**config.mk**
```make
export PLATFORM = sky130hd
export DESIGN_NAME = seg7_scan
export DESIGN_NICKNAME = d
export VERILOG_FILES = /design/src/rtl/seg7_scan.sv
export SDC_FILE = /design/constraint.sdc
export NUM_CORES = 1
export LEC_CHECK = 0
export ABC_AREA = 1
export BUFFER_PORTS_ARGS = -buffer_cell sky130_fd_sc_hd__clkbuf_2
export CAP_MARGIN = 30
export CORE_MARGIN = 10
export CORE_UTILIZATION = 45
export DETAILED_ROUTE_END_ITERATION = 8
export PLACE_DENSITY = 0.61
export SYNTH_ARGS = -nofsm -noshare
export SYNTH_HDL_FRONTEND = slang
export SYNTH_SLANG_ARGS = --single-unit
```
**constraint.sdc**
```tcl
create_clock -name clk_i -period 2.2 [get_ports clk_i]
set_input_delay 0.44 -clock clk_i [delete_from_list [all_inputs] [get_ports clk_i]]
set_output_delay 0.44 -clock clk_i [all_outputs]
set_load 0.01 [all_outputs]
```
**src/rtl/seg7_scan.sv**
```systemverilog
// Multiplexed 7-segment scanner: follows an upstream one-hot ring, inserts dead time
// between digits, double-buffers BCD data at frame boundaries and blanks leading zeros.
//
// state | meaning
// IDLE  | no frame loaded yet; display dark until first pending->display copy
// BLANK | dead time after a digit switch (or while ring_i is invalid)
// SHOW  | current digit driven from the display register
module seg7_scan #(
  parameter int num_digits_p   = 4,
  parameter int blank_cycles_p = 8
) (
  input  logic                      clk_i,
  input  logic                      reset_i,
  input  logic [num_digits_p-1:0]   ring_i,
  input  logic [4*num_digits_p-1:0] bcd_i,
  input  logic                      valid_i,
  output logic                      ready_o,
  input  logic                      lzb_en_i,
  output logic [6:0]                seg_o,
  output logic [num_digits_p-1:0]   dig_o,
  output logic                      frame_o,
  output logic                      err_o
);

  typedef enum logic [1:0] {IDLE, BLANK, SHOW} state_t;

  localparam logic [7:0] blank_load_lp = 8'(blank_cycles_p);

  state_t                      state_q, state_d;
  logic [7:0]                  cnt_q, cnt_d;
  logic [num_digits_p-1:0]     ring_q;
  logic [4*num_digits_p-1:0]   pend_q, disp_q;
  logic                        pend_full_q;
  logic                        err_q;
  logic                        frame_q;
  logic [6:0]                  seg_q, seg_d;
  logic [num_digits_p-1:0]     dig_q, dig_d;

  logic                        change, ring_ok, frame_bound, load_disp, accept;
  logic [3:0]                  sel_nib;
  logic                        sel_blank;
  logic                        all_zero;
  logic [num_digits_p-1:0]     blank_mask;

  function automatic logic [6:0] seg_decode(input logic [3:0] v);
    case (v)
      4'd0:    seg_decode = 7'h3F;
      4'd1:    seg_decode = 7'h06;
      4'd2:    seg_decode = 7'h5B;
      4'd3:    seg_decode = 7'h4F;
      4'd4:    seg_decode = 7'h66;
      4'd5:    seg_decode = 7'h6D;
      4'd6:    seg_decode = 7'h7D;
      4'd7:    seg_decode = 7'h07;
      4'd8:    seg_decode = 7'h7F;
      4'd9:    seg_decode = 7'h6F;
      default: seg_decode = 7'h40;
    endcase
  endfunction

  assign change      = (ring_i != ring_q);
  assign ring_ok     = $onehot(ring_i);
  assign frame_bound = change && ring_i[0] && ring_ok;
  assign load_disp   = frame_bound && pend_full_q;
  assign accept      = valid_i && !pend_full_q;

  always_comb begin
    state_d = state_q;
    cnt_d   = cnt_q;
    if (!ring_ok) begin
      state_d = BLANK;
      cnt_d   = blank_load_lp;
    end else begin
      case (state_q)
        IDLE: begin
          if (load_disp) begin
            state_d = BLANK;
            cnt_d   = blank_load_lp;
          end
        end
        BLANK: begin
          if (change) begin
            cnt_d = blank_load_lp;
          end else if (cnt_q == 8'd0) begin
            state_d = SHOW;
          end else begin
            cnt_d = cnt_q - 8'd1;
          end
        end
        SHOW: begin
          if (change) begin
            state_d = BLANK;
            cnt_d   = blank_load_lp;
          end
        end
        default: begin
          state_d = IDLE;
          cnt_d   = 8'd0;
        end
      endcase
    end
  end

  // Leading-zero mask scans from the most significant digit down; digit 0 is never blanked.
  always_comb begin
    all_zero   = 1'b1;
    blank_mask = '0;
    sel_nib    = 4'd0;
    sel_blank  = 1'b0;
    for (int i = num_digits_p - 1; i >= 1; i--) begin
      all_zero      = all_zero & (disp_q[4*i +: 4] == 4'd0);
      blank_mask[i] = lzb_en_i & all_zero;
    end
    for (int i = 0; i < num_digits_p; i++) begin
      if (ring_q[i]) begin
        sel_nib   = disp_q[4*i +: 4];
        sel_blank = blank_mask[i];
      end
    end
  end

  // SHOW is only entered or held while ring_i == ring_q, so ring_q is the digit on the next cycle.
  always_comb begin
    seg_d = 7'h00;
    dig_d = '0;
    if (state_d == SHOW) begin
      dig_d = ring_q;
      if (!sel_blank) seg_d = seg_decode(sel_nib);
    end
  end

  always_ff @(posedge clk_i or negedge reset_i) begin
    if (!reset_i) begin
      state_q <= IDLE;
      cnt_q   <= 8'd0;
      ring_q  <= '0;
      seg_q   <= 7'h00;
      dig_q   <= '0;
      frame_q <= 1'b0;
      err_q   <= 1'b0;
    end else begin
      state_q <= state_d;
      cnt_q   <= cnt_d;
      ring_q  <= ring_i;
      seg_q   <= seg_d;
      dig_q   <= dig_d;
      frame_q <= load_disp;
      err_q   <= err_q | !ring_ok;
    end
  end

  // A copy and an accept never coincide: the copy needs pending full, which holds ready low.
  always_ff @(posedge clk_i or negedge reset_i) begin
    if (!reset_i) begin
      pend_q      <= '0;
      disp_q      <= '0;
      pend_full_q <= 1'b0;
    end else if (load_disp) begin
      disp_q      <= pend_q;
      pend_full_q <= 1'b0;
    end else if (accept) begin
      pend_q      <= bcd_i;
      pend_full_q <= 1'b1;
    end
  end

  assign ready_o = !pend_full_q;
  assign seg_o   = seg_q;
  assign dig_o   = dig_q;
  assign frame_o = frame_q;
  assign err_o   = err_q;

endmodule

```
## Yosys cells after proc, flatten, opt, wreduce, memory -nomap -nowiden

Memory sizes are Yosys's and may differ from the RTL's.
Index checks and enable logic that the tools add are counted.

| cells by class | value |
|---|---|
| add/sub/neg operators | 4 |
| eq/ne operators | 8 |
| muxes and demuxes | 24 |
| bitwise operators | 7 |
| reductions and logical operators | 14 |

Operators by type and width:

| operator | count |
|---|---|
| 8-bit 2-to-1 mux | 5 |
| 8-bit case mux with 3 select lines | 1 |
| 4-bit 2-to-1 mux | 5 |
| 7-bit 2-to-1 mux | 2 |
| 4-bit logical NOT | 3 |
| 2-bit 2-to-1 mux | 5 |
| 8-bit logical NOT | 1 |
| 8-bit by 1-bit subtractor with 8-bit output, second input constant | 1 |
| 3-bit != test, second input constant | 2 |
| 2-bit case mux with 3 select lines | 1 |
| 1-bit bitwise AND | 5 |
| 1-bit 2-to-1 mux | 5 |
| 1-bit by 1-bit adder with 2-bit output | 2 |
| 2-bit == test, second input constant | 2 |
| 1-bit logical AND | 4 |
| 4-bit != test | 1 |
| 4-bit != test, second input constant | 1 |
| 2-bit by 2-bit adder with 3-bit output | 1 |
| 3-bit by 1-bit == test with 1-bit output, second input constant | 1 |
| 3-bit AND reduction | 1 |
| 2-bit by 1-bit == test with 1-bit output, second input constant | 1 |
| 1-bit logical NOT | 2 |
| 2-bit logical NOT | 1 |
| 2-bit AND reduction | 1 |
| other kinds (3) | 3 |

| storage, ports and cells | value |
|---|---|
| flip-flop bits (word level) | 60 |
| bits in read-only memories | 112 |
| bits of input ports | 24 |
| word-level logic and storage cells | 68 |
| memories kept | 1 |

Memory list:

| name | depth | bits a word | rd ports | clocked after memory_dff | write ports | line | RTL |
|---|---|---|---|---|---|---|---|
| (name not given) | 16 | 7 | 1 | 0 | 0 | 46 | `case (v)` |

## Depth between registers and ports, before layout

Gate-level depths: netlist (run 1).

| logic depth | value |
|---|---|
| depth in word-level cells | 10 |
| mapped depth | 14 |

## Worst setup path before layout (run 1)

Ideal clock, no wire load.

| timing path | value |
|---|---|
| path kind | in2reg |
| from | input port ring_i[0] |
| to | register disp_q[14] |
| setup time | 117 ps |
| data arrival time | 2440 ps |
| data required time | 2083 ps |
| setup slack | -358 ps |
| stages on the path | 12 |
| path buffers | 1 |
| path through | inv_1 fa_1 inv_1 ha_1 ha_1 nor3_4 nand2_1 nor2_4 inv_6 buf_6 nand2_1 o21ai_2 |

| between the ends | value |
|---|---|
| longest elaborated chain between the ends | 5 |
| elaborated cells between the ends (all ways) | 7 |

Ends and longest elaborated chain:

| item | line | RTL |
|---|---|---|
| from (decl) | 14 | `input logic [num_digits_p-1:0] ring_i,` |
| 1-bit by 1-bit adder with 2-bit output (implied by the code) | 62 | `assign ring_ok = $onehot(ring_i);` |
| 2-bit by 2-bit adder with 3-bit output (implied by the code) | 62 |  |
| 3-bit by 1-bit == test with 1-bit output | 62 |  |
| 1-bit logical AND (*) | 63 | `assign frame_bound = change && ring_i[0] && ring_ok;` |
| 1-bit logical AND (*) | 64 | `assign load_disp = frame_bound && pend_full_q;` |
| named net load_disp | 39 | `logic change, ring_ok, frame_bound, load_disp, accept;` |
| to (signal assigned) | 159 | `disp_q <= pend_q;` |
| to (decl) | 32 | `logic [4*num_digits_p-1:0] pend_q, disp_q;` |

Mark *: on every way through the listed nets, which the timed path passes. The rest lies on a longest branch.
A chain may end at the register's enable or synchronous reset.

## Worst setup path in the final report (run 1)

| timing path | value |
|---|---|
| from | input port ring_i[1] |
| to | register cnt_q[6] |

| between the ends | value |
|---|---|
| longest elaborated chain between the ends | 7 |
| elaborated cells between the ends (all ways) | 14 |

Ends and longest elaborated chain:

| item | line | RTL |
|---|---|---|
| 1-bit by 1-bit adder with 2-bit output (implied by the code) | 62 |  |
| 2-bit by 2-bit adder with 3-bit output (implied by the code) | 62 |  |
| 3-bit by 1-bit == test with 1-bit output | 62 |  |
| 1-bit logical AND | 63 |  |
| 1-bit logical AND | 64 |  |
| 3-bit != test (no source line) | -- |  |
| 3-bit AND reduction (no source line) | -- |  |
| to (signal assigned) | 143 | `cnt_q <= cnt_d;` |
| to (decl) | 30 | `logic [7:0] cnt_q, cnt_d;` |

Parallel ways exist; a longest one is shown, timed or not.

==> key figures, run 1 <==
Synthesis
  – Area leader, netlist: dfrtp_1
  – Number of synthesized flops with an enable pin: 0
  – Syn_nets: a little over 400
  – Async SR Flop Fraction: 1.000
  – Largest cells by area after synthesis: dfrtp_1, nand2_1, nor2_1
  – Register area share after synthesis: 0.4783
  – Mapped Avg Cell Area: 8.218 um2
  – Post-synth top area share: 0.4783
  – Yosys reg bits: 60
  – Most frequent cell after synthesis: nand2_1
  – Synth top cells by count: nand2_1, dfrtp_1, nor2_1
  – Synth cell types: 31
  – Syn Inst Count: 382
  – Post-Syn Area: ~3100 um2
  – Top FF cell, synth: dfrtp_1
  – Ys Warns: 0

Pwr
  – Peak VDD IR: 0.6166 mV
  – Leak pwr: 0.002061 uW
  – Reg power frac: 0.428
  – Gate power share: 0.284
  – PwrDens: 958.3 nW/um2
  – Total Power: ~3700 uW
  – Psw: 1236 uW
  – Sw Share: 0.3344
  – Clock power share: 0.288
  – Internal power: 2460 uW

Die
  – Core area: just under 7000 um2
  – Die Ht: 103.5 um
  – Die area: 10720 um2
  – Core Rows: 30
  – Io pins: 38
  – Starting Density: 0.4621
  – Die Span X: 103.5 um

Run
  – Max Cap Viol: 0

Final layout
  – Layout net count: 472
  – ANT cells: 0
  – Area delta synth->final: 22.88%
  – Share of cells above drive strength 1: 0.3176

Clock tree
  – Worst-path clk slew: 0.07 ns
  – CTS tree: built
  – Clk_lat worst skew: 0.34 ns
  – Clock Tree Buf Depth: 2
  – CTS Sinks: 60
  – Clock root cell: clkbuf_8
  – Htree depth: 3
  – Cts bufs inserted: 9
  – Hold buffers post-CTS: 0

STA
  – Fin worst setup slack: between 0.04 and 0.05 ns
  – Post-layout minimum cycle time: 2.150 ns
  – Rel. slew slack: 0.7145
  – Final Hold Viols: 0
  – Fin crit share: 0.9775
  – Clock Skew: 0.009633 ns
  – FMAX: 0.4650 GHz
  – Fin. max-slew vios: 0
  – Final setup fails: 0
  – Slew @ Worst Pin: 0.4267 ns

Setup path
  – CP top delay family: adder cells
  – CP peak stage delay: 0.54 ns
  – Max FO, Critical Path: 8
  – CP Data Arrival Time: between 2 and 2.5 ns
  – Crit path buf inv count: 3
  – Worst EP required: 2.42 ns
  – CP max stage cell: fa_1
  – Sequence of cells on the critical path: buf_4, inv_8, fa_1, inv_2, ha_4, ha_4, nor2_4, nand2_2, nor2_2, nand4_1, nand2_4, nand2_8, nand2_1, nand2_1
  – Critical path type: in2reg
  – Crit end category: register
  – Setup crit start kind: primary input

Global routing
  – First-pass GRT wire length: 11380 um
  – GRT met1 Usage: 0.1731
  – Initial antenna violation count: 0
  – Met3 usage: 0.04771
  – Grt total ovfl: 0
  – GRT busiest layer: met2
  – Largest net degree at the start of global routing: between 60 and 70
  – Vias in the first global route: 2416
  – GRT met2 Usage: 0.1788
  – Tot GR Track Use: 0.1267

Route
  – Initial drt markers: 150
  – Vias/cell: 4.535
  – Post-route DRC violation count: 0
  – Final ANT Viol Nets: 0
  – DR pass1 iterations: 4
  – DRT Wirelength: between 6000 and 7000 um
  – Vias: 2449
  – Wire per inst: 12.05 um

Placed design
  – Pre-CTS WS: -0.3686 ns
  – I/O Buffers: 37
  – GP Congestion: about 0.84
  – HPWL Detailed: 4638 um

Status
  – Outcome: completed

Min path
  – Worst hold path type: in2async
-- timing repair --
item                                    in CTS  in global routing
gates resized for setup                      4                 15
endpoints found under the setup margin       8                  9
pin swaps                                    3                  8
setup buffers                                1                  3
-- worst paths after layout --
| kind | cells past startpoint | from | to | slack, ns |
|---|---|---|---|---|
| min in group clk_i | 1 | ring_i[2] | ring_q[2] | 0.32 |
| max in group asynchronous | 2 | reset_i | cnt_q[2] | 1.83 |
| min | 2 | reset_i | pend_q[13] | 0.10 |
| max | 14 | ring_i[1] | cnt_q[6] | 0.05 |
| max reg2reg | 9 | ring_q[1] | seg_o[3] | 0.28 |
| min reg2reg | 1 | err_o | err_o | 0.47 |
-- layout by cell type, fill, tap and decap left out, types with 2 or more instances in the layout --
| master | n |
|---|---|
| nand2_1 | 90 |
| dfrtp_1 | 60 |
| nor2_1 | 53 |
| inv_1 | 42 |
| clkbuf_2 | 36 |
| nand2_2 | 23 |
| a21oi_1 | 21 |
| buf_4 | 17 |
| o21ai_2 | 13 |
| clkbuf_8 | 13 |
| nand3_1 | 11 |
| inv_2 | 6 |
| o21ai_0 | 6 |
| ha_1 | 6 |
| nand2_4 | 5 |
| nor2_2 | 5 |
| nand4_1 | 4 |
| inv_6 | 3 |
| or2_2 | 3 |
| nor2_4 | 3 |
| xor2_1 | 3 |
| nor3_1 | 2 |
| xnor2_1 | 2 |
| ha_4 | 2 |
-- layout make-up --
| type | instances | area, um2 |
|---|---|---|
| Clock buffer | 13 | 178.9 |
| Clock inverter | 3 | 42.54 |
| Multi-Input combinational cell | 261 | 1463 |
| Tap cell | 96 | 120.1 |
| Timing Repair Buffer | 54 | 327.8 |
| Inverter | 53 | 224.0 |
| Sequential cell | 60 | 1501 |
| Fill cell | 644 | 2937 |
-- power groups by stage --
stage          Clock [uW]  Sequential (uW)  Combinational, uW
2_1_floorplan           0             1540                810
3_3_place_gp            0             1590                997
3_5_place_dp            0             1600               1020
4_1_cts              1090             1580               1040
5_1_grt              1140             1620               1210
6_report             1060             1580               1050
-- sequential cells by signal, indices dropped and copies added (netlist names) --
| signal | count |
|---|---|
| disp_q | 16 |
| pend_full_q | 1 |
| state_q | 2 |
| ring_q | 4 |
| frame_o | 1 |
| err_o | 1 |
| seg_o | 7 |
| pend_q | 16 |
| dig_o | 4 |
| cnt_q | 8 |
-- logic make-up after synthesis --
family	share of synthesized area
AO/OA/AOI/OAI	0.08171
adder cells (fa/ha/maj)	0.03826
buffers and inverters	0.09047
flip-flops	0.4783
XOR/XNOR	0.01914
AND/OR/NAND/NOR	0.2921
-- through the flow --
step / utilization / area (um2) / TNS [ns] / hold slack, ns / instances
global route: 0.5678 / 3857 / -0.06070 / 0.1079 / 540
floorplan: - / 3193 / -0.9989 / 0.1444 / 382
detailed placement: 0.5206 / 3537 / -10.16 / 0.4583 / 520
CTS: 0.5562 / 3779 / 0 / 0.1062 / 537
global placement: 0.5206 / 3537 / -8.722 / 0.4571 / 520
finish: 0.5678 / 3857 / 0 / 0.1010 / 540
-- per-layer routing --
layer,vias to the layer above,part of all wire
li1,1283,-
met1,1100,0.49
met2,54,0.44
met3,12,0.053
met4,0,0.017
met5,-,0
Note: power is estimated with default switching activity, not from simulation.
==> run 2: changes to the inputs <==
ABC_AREA = unset   (was 1)
BUFFER_PORTS_ARGS = unset   (was -buffer_cell sky130_fd_sc_hd__clkbuf_2)
DONT_BUFFER_PORTS = 1   (was unset)
PLACE_DENSITY = 0.57   (was 0.61)
==> run 2 against run 1 <==
Sequential power is 3% higher. Non-clock buffer count shrank 39. Combinational power is 20% lower. Clock skew rose by 0.0016 ns. Fmax grew 0.39%. Largest power group unchanged. Highest routed layer unchanged.
==> key figures, run 2 <==
STA
  – Fin. max-slew vios: 0
  – RSZ-0062 raised after global routing: true
  – Slew @ Worst Pin: 0.4502 ns
  – Hold slack final: 0.1255 ns
  – Final Hold Viols: 0
  – FMAX: 0.4669 GHz
  – Fin crit share: 0.9736
  – Post-layout minimum cycle time: 2.142 ns
  – Clock Skew: 0.01119 ns
  – Rel. slew slack: 0.6998
  – Final setup fails: 0

Clock tree
  – Clk_lat worst skew: 0.33 ns
  – Htree depth: 3
  – CTS Sinks: 60
  – Cts bufs inserted: 9
  – Worst-path clk slew: 0.07 ns
  – Clock Tree Buf Depth: 2
  – CTS tree: built
  – Clock root cell: clkbuf_8

Min path
  – Worst Hold End: ring_q[1]
  – Worst hold path type: in2reg
  – Hold-critical path depth: 0
  – Hold_sp: ring_i[1]

Final layout
  – Area delta synth->final: 15.51%
  – Layout net count: 282
  – Top Registers: disp_q (16), pend_q (16), cnt_q (8)
  – Most common library cell in the layout ignoring fill and taps: dfrtp_1
  – Share of cells above drive strength 1: 0.3268
  – Most frequent cells in the layout: dfrtp_1, mux2_2, inv_1
  – Post-layout util: 0.5270
  – Post-route cell area: 3308 um2
  – ANT cells: 0
  – Non-Filler Instances: around 330

Pwr
  – Peak VDD IR: 0.6490 mV
  – Total Power: roughly 3500 uW
  – Leak pwr: about 0.0015 uW
  – PwrDens: 1044 nW/um2

Synthesis
  – Post-synth top area share: 0.5242
  – Largest cells by area after synthesis: dfrtp_1, mux2_2, mux2_4
  – Register area share after synthesis: 0.5242
  – Mapped Avg Cell Area: approximately 13 um2
  – Area leader, netlist: dfrtp_1
  – Post-Syn Area: between 2000 and 3000 um2
  – Number of synthesized flops with an enable pin: 0
  – Ys Warns: 0
  – Syn Inst Count: 229
  – Async SR Flop Fraction: 1.000
  – Yosys reg bits: 60
  – Synth cell types: 53
  – Most frequent cell after synthesis: dfrtp_1
  – Syn_nets: 262
  – Synth top cells by count: dfrtp_1, mux2_2, inv_1
  – Top FF cell, synth: dfrtp_1

Die
  – Io pins: 38
  – Core area: 6277 um2
  – Die Ht: 99.78 um
  – Die Span X: roughly 100 um
  – Starting Density: 0.4562
  – Core Rows: 29
  – Die area: about 10000 um2

Placed design
  – Placed Cells: 312
  – DP Area: ~3100 um2
  – I/O Buffers: 0
  – GP Congestion: 0.8112
  – HPWL Detailed: 3961 um

Setup path
  – Setup crit start kind: primary input
  – Worst reg2reg path depth: 5
  – Max FO, Critical Path: 7
  – Worst EP required: 2.45 ns
  – Crit end category: register
  – R2r endpoint: disp_q[4]
  – CP Data Arrival Time: between 2 and 2.5 ns
  – Reg2reg setup slack: 0.14 ns
  – Critical path type: in2reg
  – Worst R2R Start: ring_q[2]

Route
  – Final ANT Viol Nets: 0
  – Post-route DRC violation count: 0
  – DRT Wirelength: 5498 um
  – Wire per inst: roughly 17 um
  – Vias: 1762
  – Vias/cell: around 5.3
  – Initial drt markers: 43
  – DR pass1 iterations: 4

Global routing
  – Grt total ovfl: 0
  – Largest net degree at the start of global routing: 61
  – Vias in the first global route: 1891
  – Tot GR Track Use: 0.1196
  – First-pass GRT wire length: 9418 um
  – Initial antenna violation count: 0

Run
  – Max Cap Viol: 0

Status
  – Outcome: completed
==> run 2: changes by cell type after synthesis, moves of 4 or more <==
cell	change
mux2_2	+23
o21ai_2	-12
a21oi_1	-7
buf_6	-4
inv_1	-29
nand2_1	-100
nand3_1	-9
and2_1	+6
nand4_1	-4
nor2_1	-41
nand2_2	-14
mux2_4	+9
nor2_2	-4
==> run 2: timing repair <==
action / CTS / global route
endpoints found under the setup margin: 0 / 5
hold buffers: 2 / 0
hold endpoints to repair: 60 / 0
resized for setup: 0 / 5
setup buffers: 0 / 1
==> run 2: cell families (layout without fill, tap and decap cells) <==
| group | after synthesis | in the layout | synth area share |
|---|---|---|---|
| XOR/XNOR | 9 | 9 | 0.02752 |
| multiplexers | 33 | 33 | 0.1411 |
| AO/OA/AOI/OAI | 46 | 46 | 0.1162 |
| buffers and inverters | 23 | 48 | 0.03888 |
| flip-flops | 60 | 60 | 0.5242 |
| AND/OR/NAND/NOR | 49 | 49 | 0.1101 |
| adder cells (fa/ha/maj) | 9 | 9 | 0.04194 |
==> run 2: through the flow <==
stage | setup WS [ns] | setup TNS (ns)
floorplan | -0.3646 | -6.659
global placement | -0.2062 | -5.992
detailed placement | -0.2725 | -8.149
CTS | 0.08056 | 0
global route | -0.01677 | -0.04265
finish | 0.05799 | 0
==> run 2: worst max path at each step <==
stage                     depth (start not counted)       from          to
after floorplan                                   9  ring_i[0]  disp_q[10]
after global placement                            9  ring_i[0]  disp_q[13]
after detailed placement                         10  ring_i[0]    seg_o[3]
after CTS                                        10  ring_i[0]    seg_o[5]
after global routing                             10  ring_i[1]    seg_o[3]
final                                            10  ring_i[0]    seg_o[3]
==> run 2: critical path: stages <==
cell,delay (ns)
inv_8,0.01
fa_1,0.52
inv_1,0.05
ha_2,0.19
ha_4,0.22
nor3b_4,0.28
buf_4,0.17
o2111a_2,0.25
o21ai_4,0.11
a21oi_1,0.14
==> run 2: cell type report <==
type / count / area [um2]
multi-input combinational: 146 / 1289
inverter: 17 / 71.32
clock buffer: 10 / 137.6
sequential: 60 / 1503
tap: 77 / 96.34
timing repair buffer: 15 / 147.6
fill: 555 / 2969
clock inverter: 6 / 63.81
==> run 2: report_power, final <==
part	internal [uW]	switching [uW]	total, uW
Combinational	509	335	843
Sequential	1410	212	1620
Clock	551	435	986
==> run 2: metal layers <==
| layer | share of wire | routed length, um | up-vias | track usage |
|---|---|---|---|---|
| li1 | - | - | 866 | - |
| met1 | 0.45 | 2501 | 863 | 0.1476 |
| met2 | 0.47 | 2604 | 28 | 0.1757 |
| met3 | 0.057 | 313 | 5 | 0.05357 |
| met4 | 0.014 | 78 | 0 | 0.05402 |
| met5 | 0 | 0 | - | 0 |
==> run 3: changes to the inputs <==
CORE_UTILIZATION = 60   (was 45)
PLACE_DENSITY = 0.73   (was 0.57)
clock period = 2.1 ns   (was 2.2 ns; I/O delays follow)
==> run 3 against run 2 <==
The flow now finishes with violations (negative setup slack). Hold slack worse by 0.024 ns. Largest power group unchanged. Die area decreased by 20%. Count of clock-buffer cells in the layout rose by 2. Critical endpoint is now disp_q[8].
==> key figures, run 3 (synthesis results as in run 2) <==
Final layout
  – Post-layout util: 0.7114
  – Area delta synth->final: 15.77%
  – ANT cells: 0
  – Non-Filler Instances: 309
  – Most frequent cells in the layout: dfrtp_1, mux2_2, inv_1, buf_4, nor2_1
  – Most common library cell in the layout ignoring fill and taps: dfrtp_1
  – Layout net count: 285
  – Post-route cell area: 3316 um2
  – Share of cells above drive strength 1: 0.3529
  – Fill count: 320
  – Top Registers: disp_q (16), pend_q (16), cnt_q (8)

Route
  – Final ANT Viol Nets: 0
  – DRT Wirelength: between 5000 and 6000 um
  – Initial drt markers: 90
  – Post-route DRC violation count: 0
  – Wire per inst: 18.17 um
  – Vias: ~1800
  – Vias/cell: 5.948
  – DR pass1 iterations: 4

STA
  – Final setup fails: 1
  – Fin crit share: 1.003
  – RSZ-0062 raised after global routing: true
  – Fin. max-slew vios: 0
  – Hold slack final: 0.1015 ns
  – Fin worst setup slack: -0.006257 ns
  – Clock Skew: around 0.012 ns
  – Slew @ Worst Pin: 0.4442 ns
  – Post-layout minimum cycle time: 2.106 ns
  – Final Hold Viols: 0
  – FMAX: 0.4748 GHz
  – Rel. slew slack: 0.7012

Pwr
  – Leak pwr: roughly 0.0015 uW
  – Peak VDD IR: roughly 0.76 mV
  – PwrDens: 1071 nW/um2

Status
  – Violated checks: negative setup slack
  – Outcome: finished with violations

Clock tree
  – Worst-path clk slew: 0.07 ns
  – Cts bufs inserted: 9
  – Htree depth: 3
  – CTS Sinks: 60
  – CTS tree: built
  – Clock Tree Buf Depth: 2
  – Clk_lat worst skew: about 0.34 ns
  – Clock root cell: clkbuf_8

Run
  – Max Cap Viol: 0

Placed design
  – Placed Cells: 290
  – DP Area: 3030 um2
  – GP Congestion: 0.8504
  – HPWL Detailed: slightly above 4000 um
  – I/O Buffers: 0

Die
  – Core area: about 4700 um2
  – Core Rows: 25
  – Io pins: 38
  – Starting Density: 0.6145
  – Die Span X: 89.09 um
  – Die Ht: 89.09 um
  – Die area: 7937 um2

Setup path
  – Setup crit start kind: primary input
  – CP peak stage delay: 0.52 ns
  – Crit end category: register
  – Critical path type: in2reg
  – CP Data Arrival Time: 2.32 ns
  – Sequence of cells on the critical path: inv_8, fa_1, inv_1, ha_2, ha_4, nor3b_4, nand4_4, buf_12, mux2_4
  – Worst EP required: 2.31 ns
  – Max FO, Critical Path: 17
  – CP max stage cell: fa_1

Global routing
  – Largest net degree at the start of global routing: 61
  – Initial antenna violation count: 0
  – Tot GR Track Use: 0.1580
  – Grt total ovfl: 0
  – Vias in the first global route: 1939
  – First-pass GRT wire length: 9494 um

Min path
  – Worst hold path type: in2reg
[run 3: cell types whose count changed in the layout (fill, tap and decap cells not counted), sizes merged]
cell / change
buf: +3
bufinv: -1
clkbuf: +2
clkinv: -1
clkinvlp: -2
[run 3: worst paths after layout]
check                      startpoint    endpoint  slack (ns)  depth (start not counted)
max                         ring_i[0]   disp_q[8]      -0.006                          9
min                         ring_i[1]   ring_q[1]        0.10                          0
max reg2reg                 ring_q[0]   disp_q[6]        0.05                          6
min reg2reg                pend_q[11]  disp_q[11]        0.50                          1
max in group asynchronous     reset_i    dig_o[3]        1.26                          2
min in group asynchronous     reset_i   ring_q[1]        0.60                          2
[run 3: cell type report]
type	instances	area (um2)	area share
Sequential cell	60	1503	0.4532
Multi-Input combinational cell	146	1329	0.4008
Timing Repair Buffer	18	170.2	0.05132
Clock buffer	12	165.2	0.04981
Inverter	17	71.32	0.02151
Tap cell	54	67.56	0.02038
Clock inverter	2	10.01	0.003019
[run 3: layer usage]
metal,track usage,routed length (um)
met2,0.2561,2902
met5,0,0
met1,0.1797,2338
met3,0.07657,328
met4,0.04913,45
[run 3: worst max-delay path, delay by kind of cell]
kind                       cells  cell delay, ns
and+or+nand+nor                2            0.42
adders and majority gates      3            0.92
buffers and inverters          3            0.24
muxes                          1            0.30
[run 3: what timing repair did]
action / in CTS / in global routing
setup endpoints to repair: 1 / 23
pin swaps: 0 / 5
resized for setup: 1 / 13
hold buffers: 2 / 0
gates cloned: 0 / 0
endpoints found under the hold margin: 60 / 0
buffers inserted: 0 / 3
[run 3: stage by stage]
step | setup TNS (ns) | worst slack [ns] | total power, uW
global route | -1.010 | -0.07534 | 3798
floorplan | -9.385 | -0.4446 | 2345
global placement | -7.996 | -0.2972 | 2523
detailed placement | -9.287 | -0.3722 | 2584
CTS | -0.007207 | -0.007207 | 3542
finish | -0.006257 | -0.006257 | 3552
[run 3: power by group]
group	internal, uW	switching (uW)
Sequential	1480	228
Clock	507	410
Combinational	549	377
